<file path="config.mk">
export PLATFORM = sky130hd
export DESIGN_NAME = mul_share_arbiter
export DESIGN_NICKNAME = d
export VERILOG_FILES = /design/src/rtl/mul_share_arbiter.sv
export SDC_FILE = /design/constraint.sdc
export NUM_CORES = 1
export LEC_CHECK = 0
export CORE_ASPECT_RATIO = 2
export CORE_MARGIN = 2
export CORE_UTILIZATION = 35
export CTS_CLUSTER_DIAMETER = 150
export CTS_CLUSTER_SIZE = 40
export DETAILED_ROUTE_END_ITERATION = 10
export MAX_ROUTING_LAYER = met4
export PLACE_DENSITY = 0.78
export SYNTH_ARGS = -nofsm -noshare
export SYNTH_HDL_FRONTEND = slang
export SYNTH_SLANG_ARGS = --single-unit
</file>
<file path="constraint.sdc">
create_clock -name clock -period 2.65 [get_ports clock]
set_clock_uncertainty 0.2 [all_clocks]
set_input_delay 0.6625 -clock clock [delete_from_list [all_inputs] [get_ports clock]]
set_output_delay 0.6625 -clock clock [all_outputs]
set_load 0.02 [all_outputs]
</file>
<file path="src/rtl/mul_share_arbiter.sv">
// mul_share_arbiter: round-robin sharing of one sequential 8x8 multiplier among N requesters,
// with per-job watchdog. Rev 1.0
`default_nettype none

module mul_share_arbiter #(
  parameter int N       = 4,
  parameter int TIMEOUT = 32
) (
  input  logic           clock,
  input  logic           reset,
  input  logic [N-1:0]   req,
  input  logic [8*N-1:0] opa,
  input  logic [8*N-1:0] opb,
  output logic [N-1:0]   grant,
  output logic [N-1:0]   done,
  output logic [N-1:0]   err,
  output logic [15:0]    result,
  output logic           busy,
  output logic           mul_start,
  output logic [7:0]     mul_a,
  output logic [7:0]     mul_b,
  input  logic [15:0]    mul_product,
  input  logic           mul_ready
);

  localparam int PW = $clog2(N);
  localparam int WW = $clog2(TIMEOUT) + 1;

  localparam logic [1:0] S_IDLE    = 2'd0;
  localparam logic [1:0] S_START   = 2'd1;
  localparam logic [1:0] S_WAIT_LO = 2'd2;
  localparam logic [1:0] S_WAIT_HI = 2'd3;

  localparam logic [N-1:0]  ONE_N     = {{(N-1){1'b0}}, 1'b1};
  localparam logic [WW-1:0] WDOG_LAST = WW'(TIMEOUT - 1);

  logic [1:0]    state_q, state_d;
  logic [PW-1:0] ptr_q, ptr_d;
  logic [PW-1:0] owner_q, owner_d;
  logic [WW-1:0] wdog_q, wdog_d;
  logic [N-1:0]  grant_q, grant_d;
  logic [N-1:0]  done_q, done_d;
  logic [N-1:0]  err_q, err_d;
  logic [15:0]   result_q, result_d;
  logic          mul_start_q, mul_start_d;
  logic [7:0]    mul_a_q, mul_a_d;
  logic [7:0]    mul_b_q, mul_b_d;

  logic [PW-1:0] scan_idx;
  logic [PW-1:0] winner;
  logic          found;
  logic [N-1:0]  owner_oh;
  logic          wdog_expired;

  // First requesting index at or after ptr, wrapping modulo N.
  always_comb begin
    scan_idx = '0;
    winner   = '0;
    found    = 1'b0;
    for (int k = 0; k < N; k++) begin
      scan_idx = PW'((int'(ptr_q) + k) % N);
      if (!found && req[scan_idx]) begin
        found  = 1'b1;
        winner = scan_idx;
      end
    end
  end

  assign owner_oh     = ONE_N << owner_q;
  assign wdog_expired = (wdog_q == WDOG_LAST);

  always_comb begin
    state_d     = state_q;
    ptr_d       = ptr_q;
    owner_d     = owner_q;
    wdog_d      = wdog_q;
    grant_d     = '0;
    done_d      = '0;
    err_d       = '0;
    result_d    = result_q;
    mul_start_d = mul_start_q;
    mul_a_d     = mul_a_q;
    mul_b_d     = mul_b_q;
    case (state_q)
      S_IDLE: begin
        if (found && mul_ready) begin
          owner_d     = winner;
          grant_d     = ONE_N << winner;
          mul_a_d     = opa[8*int'(winner) +: 8];
          mul_b_d     = opb[8*int'(winner) +: 8];
          mul_start_d = 1'b1;
          ptr_d       = (winner == PW'(N - 1)) ? '0 : winner + 1'b1;
          state_d     = S_START;
        end
      end
      S_START: begin
        mul_start_d = 1'b0;
        wdog_d      = '0;
        state_d     = S_WAIT_LO;
      end
      S_WAIT_LO: begin
        if (!mul_ready) begin
          state_d = S_WAIT_HI;
        end else if (wdog_expired) begin
          err_d   = owner_oh;
          state_d = S_IDLE;
        end else begin
          wdog_d = wdog_q + 1'b1;
        end
      end
      S_WAIT_HI: begin
        if (mul_ready) begin
          result_d = mul_product;
          done_d   = owner_oh;
          state_d  = S_IDLE;
        end else if (wdog_expired) begin
          err_d   = owner_oh;
          state_d = S_IDLE;
        end else begin
          wdog_d = wdog_q + 1'b1;
        end
      end
      default: state_d = S_IDLE;
    endcase
  end

  always_ff @(posedge clock or posedge reset) begin
    if (reset) begin
      state_q     <= S_IDLE;
      ptr_q       <= '0;
      owner_q     <= '0;
      wdog_q      <= '0;
      grant_q     <= '0;
      done_q      <= '0;
      err_q       <= '0;
      result_q    <= '0;
      mul_start_q <= 1'b0;
      mul_a_q     <= '0;
      mul_b_q     <= '0;
    end else begin
      state_q     <= state_d;
      ptr_q       <= ptr_d;
      owner_q     <= owner_d;
      wdog_q      <= wdog_d;
      grant_q     <= grant_d;
      done_q      <= done_d;
      err_q       <= err_d;
      result_q    <= result_d;
      mul_start_q <= mul_start_d;
      mul_a_q     <= mul_a_d;
      mul_b_q     <= mul_b_d;
    end
  end

  assign grant     = grant_q;
  assign done      = done_q;
  assign err       = err_q;
  assign result    = result_q;
  assign busy      = (state_q != S_IDLE);
  assign mul_start = mul_start_q;
  assign mul_a     = mul_a_q;
  assign mul_b     = mul_b_q;

endmodule

`default_nettype wire

</file>
==> flow_metrics.py <==
metrics = {
    "cts": {
        "clockBufferDepth": 2,
        "cts.reportedPaths.clkPinSlew_ns": 0.05,
        "post_cts_buffers": 0,
        "cts-buffers-inserted": 9,
        "clock_sinks": 57,
        "tritoncts": "done",
        "clk_latency_worst_skew_pair_ns": 0.32,
        "cts.root.buffer_cell": "clkbuf_16",
        "ctsHtreeMaxLevel": 3,
    },
    "setup_path": {
        "crit_path_max_incr_delay_ns": 0.54,
        "setup.worst_path.end_class": "output pin",
        "arrival_time_at_the_worst_endpoint_ns": 1.64,
        "cp_data_required_time_ns": 1.79,
        "critical_path.slowest_cell": "clkdlybuf4s50_1",
        "crit_type": "flop to output pin",
        "critical_path.max_fanout": 11,
        "cp-start-kind": "flop",
        "path_cells": "nor2_2 > inv_1 > clkdlybuf4s50_1",
    },
    "grt": {
        "pin_count_of_the_biggest_net_entering_global_routing": 58,
        "wire_length_of_the_first_global_routing_pass_mm": 12.10,
        "antenna_found_initial": 0,
        "grt_overflow": 0,
        "number_of_global_route_vias_before_repair": 2628,
        "grt_util_all_layers_pct": 18.63,
    },
    "logic_synthesis": {
        "synthesis.area_per_instance_um2": 11.64,
        "ys.warnings.count": 0,
        "synth.ff_latch_count": 57,
        "synth.net_count": 328,
        "synthDominantCellAreaShare_pct": 51.26,
        "post_synth_main_area_contributors": "dfrtp_1, mux2i_1, a221oi_2, nor2_1, mux2_1",
        "synth.distinct_cells": 39,
        "synth_area_um2": 2783,
        "synth_top_cell_by_area": "dfrtp_1",
        "post_synthesis_sequential_area_ratio_pct": 51.26,
        "post_synth_inst_count": 239,
    },
    "drt": {
        "met1_layer_wirelength_in_the_final_routing_mm": 3.019,
        "dr.first_iter.drc_count": 135,
        "vias": 2456,
        "antenna_left": 0,
        "routedWlPerCell_um": 15.34,
        "wl_met3_um": 781,
        "viasPerCell": 5.074,
        "topRoutingLayerUsed": "met4",
        "met2_wirelength_mm": 3.546,
        "route.final.wire_length_mm": 7.424,
        "drc": 0,
        "firstDrtPassIters": 4,
    },
    "worst_hold_path": {
        "hold_path.class": "flop to flop",
    },
    "cells_and_area": {
        "syn2layout_area_growth_pct": 64.12,
        "final_net_count": 472,
        "leading_cell_types_in_the_layout_fill_and_taps_excluded": "clkdlybuf4s50_1, dfrtp_1, nor2_1",
        "final_cell_area_um2": 4567,
        "drive_above_1_share_pct": 14.95,
        "seq_area_um2": 1426,
        "antennaDiodeCount": 0,
        "layout.filler_cells": 626,
        "layout.cells.most_common": "clkdlybuf4s50_1",
        "area_of_the_multi_input_gates_um2": 1242,
    },
    "floorplan": {
        "io_pins": 133,
        "die_w_um": 67.05,
        "initial_core_utilization_pct": 35.55,
        "die_y_um": 130.1,
        "core_area_um2": 7828,
        "std_cell_rows": 46,
        "design.die.area_um2": 8723,
    },
    "power": {
        "power.static_leakage_nw": 1.969,
        "max-vdd-ir-drop_uv": 462.1,
        "p_per_area_nw_per_um2": 1016,
        "fin_total_pwr_w": 0.004639,
    },
    "placed_design": {
        "dpl_cell_area_um2": 4268,
        "dp_hpwl_mm": 5.581,
        "preCtsSetupSlack_ns": -0.1078,
        "place.gp.congestion": 0.7916,
        "io_buffer_count": 132,
    },
    "timing": {
        "postLayoutSetupSlackWorst_ns": 0.1462,
        "finalWorstPathRequiredPeriod_ns": 2.504,
        "drv_slew": 0,
        "max_freq_mhz": 399.4,
        "rsz0062_at_grt": "no",
        "maxSlewHeadroom_pct": 56.76,
        "worst_slew_pin_slew_ns": 0.6486,
        "timing.final.hold_violations": 0,
        "setup_viol": 0,
        "fin_crit_sh_pct": 94.48,
    },
    "status": {
        "run_status": "complete, no violations",
    },
    "flow_run": {
        "max-cap-violations": 0,
    },
}
==> final timing paths <==
path | start | endpoint | slack, ns | cells after the start
worst max register to register | ptr_q[0]$_DFFE_PP0P_ | mul_a[5]$_DFFE_PP0P_ | 0.68 | 5
worst min-delay path | result[7]$_DFFE_PP0P_ | result[7]$_DFFE_PP0P_ | 0.29 | 1
min in group asynchronous | reset | done[1]$_DFF_PP0_ | 0.54 | 3
max in group asynchronous | reset | result[8]$_DFFE_PP0P_ | 1.48 | 3
worst max-delay path | state_q[1]$_DFFE_PP0P_ | busy | 0.15 | 3
worst min register to register | result[7]$_DFFE_PP0P_ | result[7]$_DFFE_PP0P_ | 0.29 | 1
==> registers in the layout (all words and copies together), names as in the netlist <==
register,cells
ptr_q,2
state_q,2
mul_a,8
wdog_q,6
mul_b,8
grant,4
owner_q,2
result,16
done,4
mul_start,1
err,4
==> cells by family (layout without fill, tap and decap cells) <==
| logic type | count (synthesis) | in the layout | synth area share (%) |
|---|---|---|---|
| flip-flops | 57 | 57 | 51.26 |
| XOR/XNOR | 5 | 5 | 1.574 |
| adder cells (fa/ha/maj) | 2 | 2 | 0.8991 |
| multiplexers | 33 | 33 | 12.59 |
| AND/OR/NAND/NOR | 73 | 73 | 12.86 |
| AO/OA/AOI/OAI | 49 | 49 | 16.23 |
| buffers and inverters | 20 | 169 | 4.586 |
==> worst max-delay path: cells and delay by family, from the launching register on <==
kind / cells / cell delay [ns]
buffers and inverters: 2 / 0.61
DFF: 1 / 0.49
and+or+nand+nor: 1 / 0.22
==> layout make-up <==
cell class / count / share of cell area (%)
clock inverter: 7 / 1.562
inverter: 6 / 0.4932
tap: 96 / 2.630
clock buffer: 9 / 4.932
sequential: 57 / 31.23
multi-input combinational: 162 / 27.21
timing repair buffer: 147 / 31.95
==> through the flow <==
stage / instances / hold WS [ns] / util (%) / TNS (ns)
final: 484 / 0.2910 / 58.34 / 0
after floorplan: 239 / 0.2855 / - / 0
after global routing: 484 / 0.3107 / 58.34 / 0
after detailed placement: 468 / 0.2807 / 54.52 / -1.022
after global placement: 468 / 0.2688 / 54.52 / -0.04726
after CTS: 484 / 0.2942 / 58.31 / 0
==> cell usage after synthesis <==
| library cell | count |
|---|---|
| dfrtp_1 | 57 |
| nor2_1 | 34 |
| mux2i_1 | 17 |
| o22ai_1 | 15 |
| nand2_1 | 12 |
| a221oi_2 | 10 |
| mux2_1 | 10 |
| buf_2 | 6 |
| inv_1 | 6 |
| mux2_2 | 6 |
| a21oi_1 | 5 |
| a221oi_1 | 5 |
| nand3_1 | 5 |
| xor2_1 | 5 |
| buf_4 | 4 |
| buf_6 | 4 |
| nand2b_1 | 4 |
| and3_1 | 3 |
| nand4_1 | 3 |
| nor2b_1 | 3 |
| o21ai_1 | 3 |
| and3b_1 | 2 |
| ha_1 | 2 |
| nor3_1 | 2 |
| o21a_1 | 2 |
| a211oi_4 | 1 |
| a21o_1 | 1 |
| and2_1 | 1 |
| nand2_4 | 1 |
| nand2b_2 | 1 |
| nor2b_2 | 1 |
| nor3_4 | 1 |
| o21ai_0 | 1 |
| o221ai_1 | 1 |
| o22a_1 | 1 |
| o22a_2 | 1 |
| o22ai_2 | 1 |
| o22ai_4 | 1 |
| o32ai_2 | 1 |
==> timing repair <==
| action | 4_1_cts | 5_1_grt |
|---|---|---|
| gates resized for setup | 0 | 1 |
| hold buffers | 0 | 0 |
| endpoints found under the hold margin | 0 | 0 |
| setup endpoints to repair | 0 | 1 |
==> routing by layer <==
layer	vias to the layer above	track usage (%)
met5	-	-
met4	0	5.402
met3	7	5.345
met2	145	30.29
met1	1150	22.22
li1	1154	-
==> power breakdown <==
group	leakage, nW	switching, W	internal, W
clock network	0.137	0.000402	0.000724
logic	1.13	0.00100	0.00104
registers	0.699	0.000258	0.00121
total	1.97	0.00166	0.00298
Power figures use the tool's default switching activity.
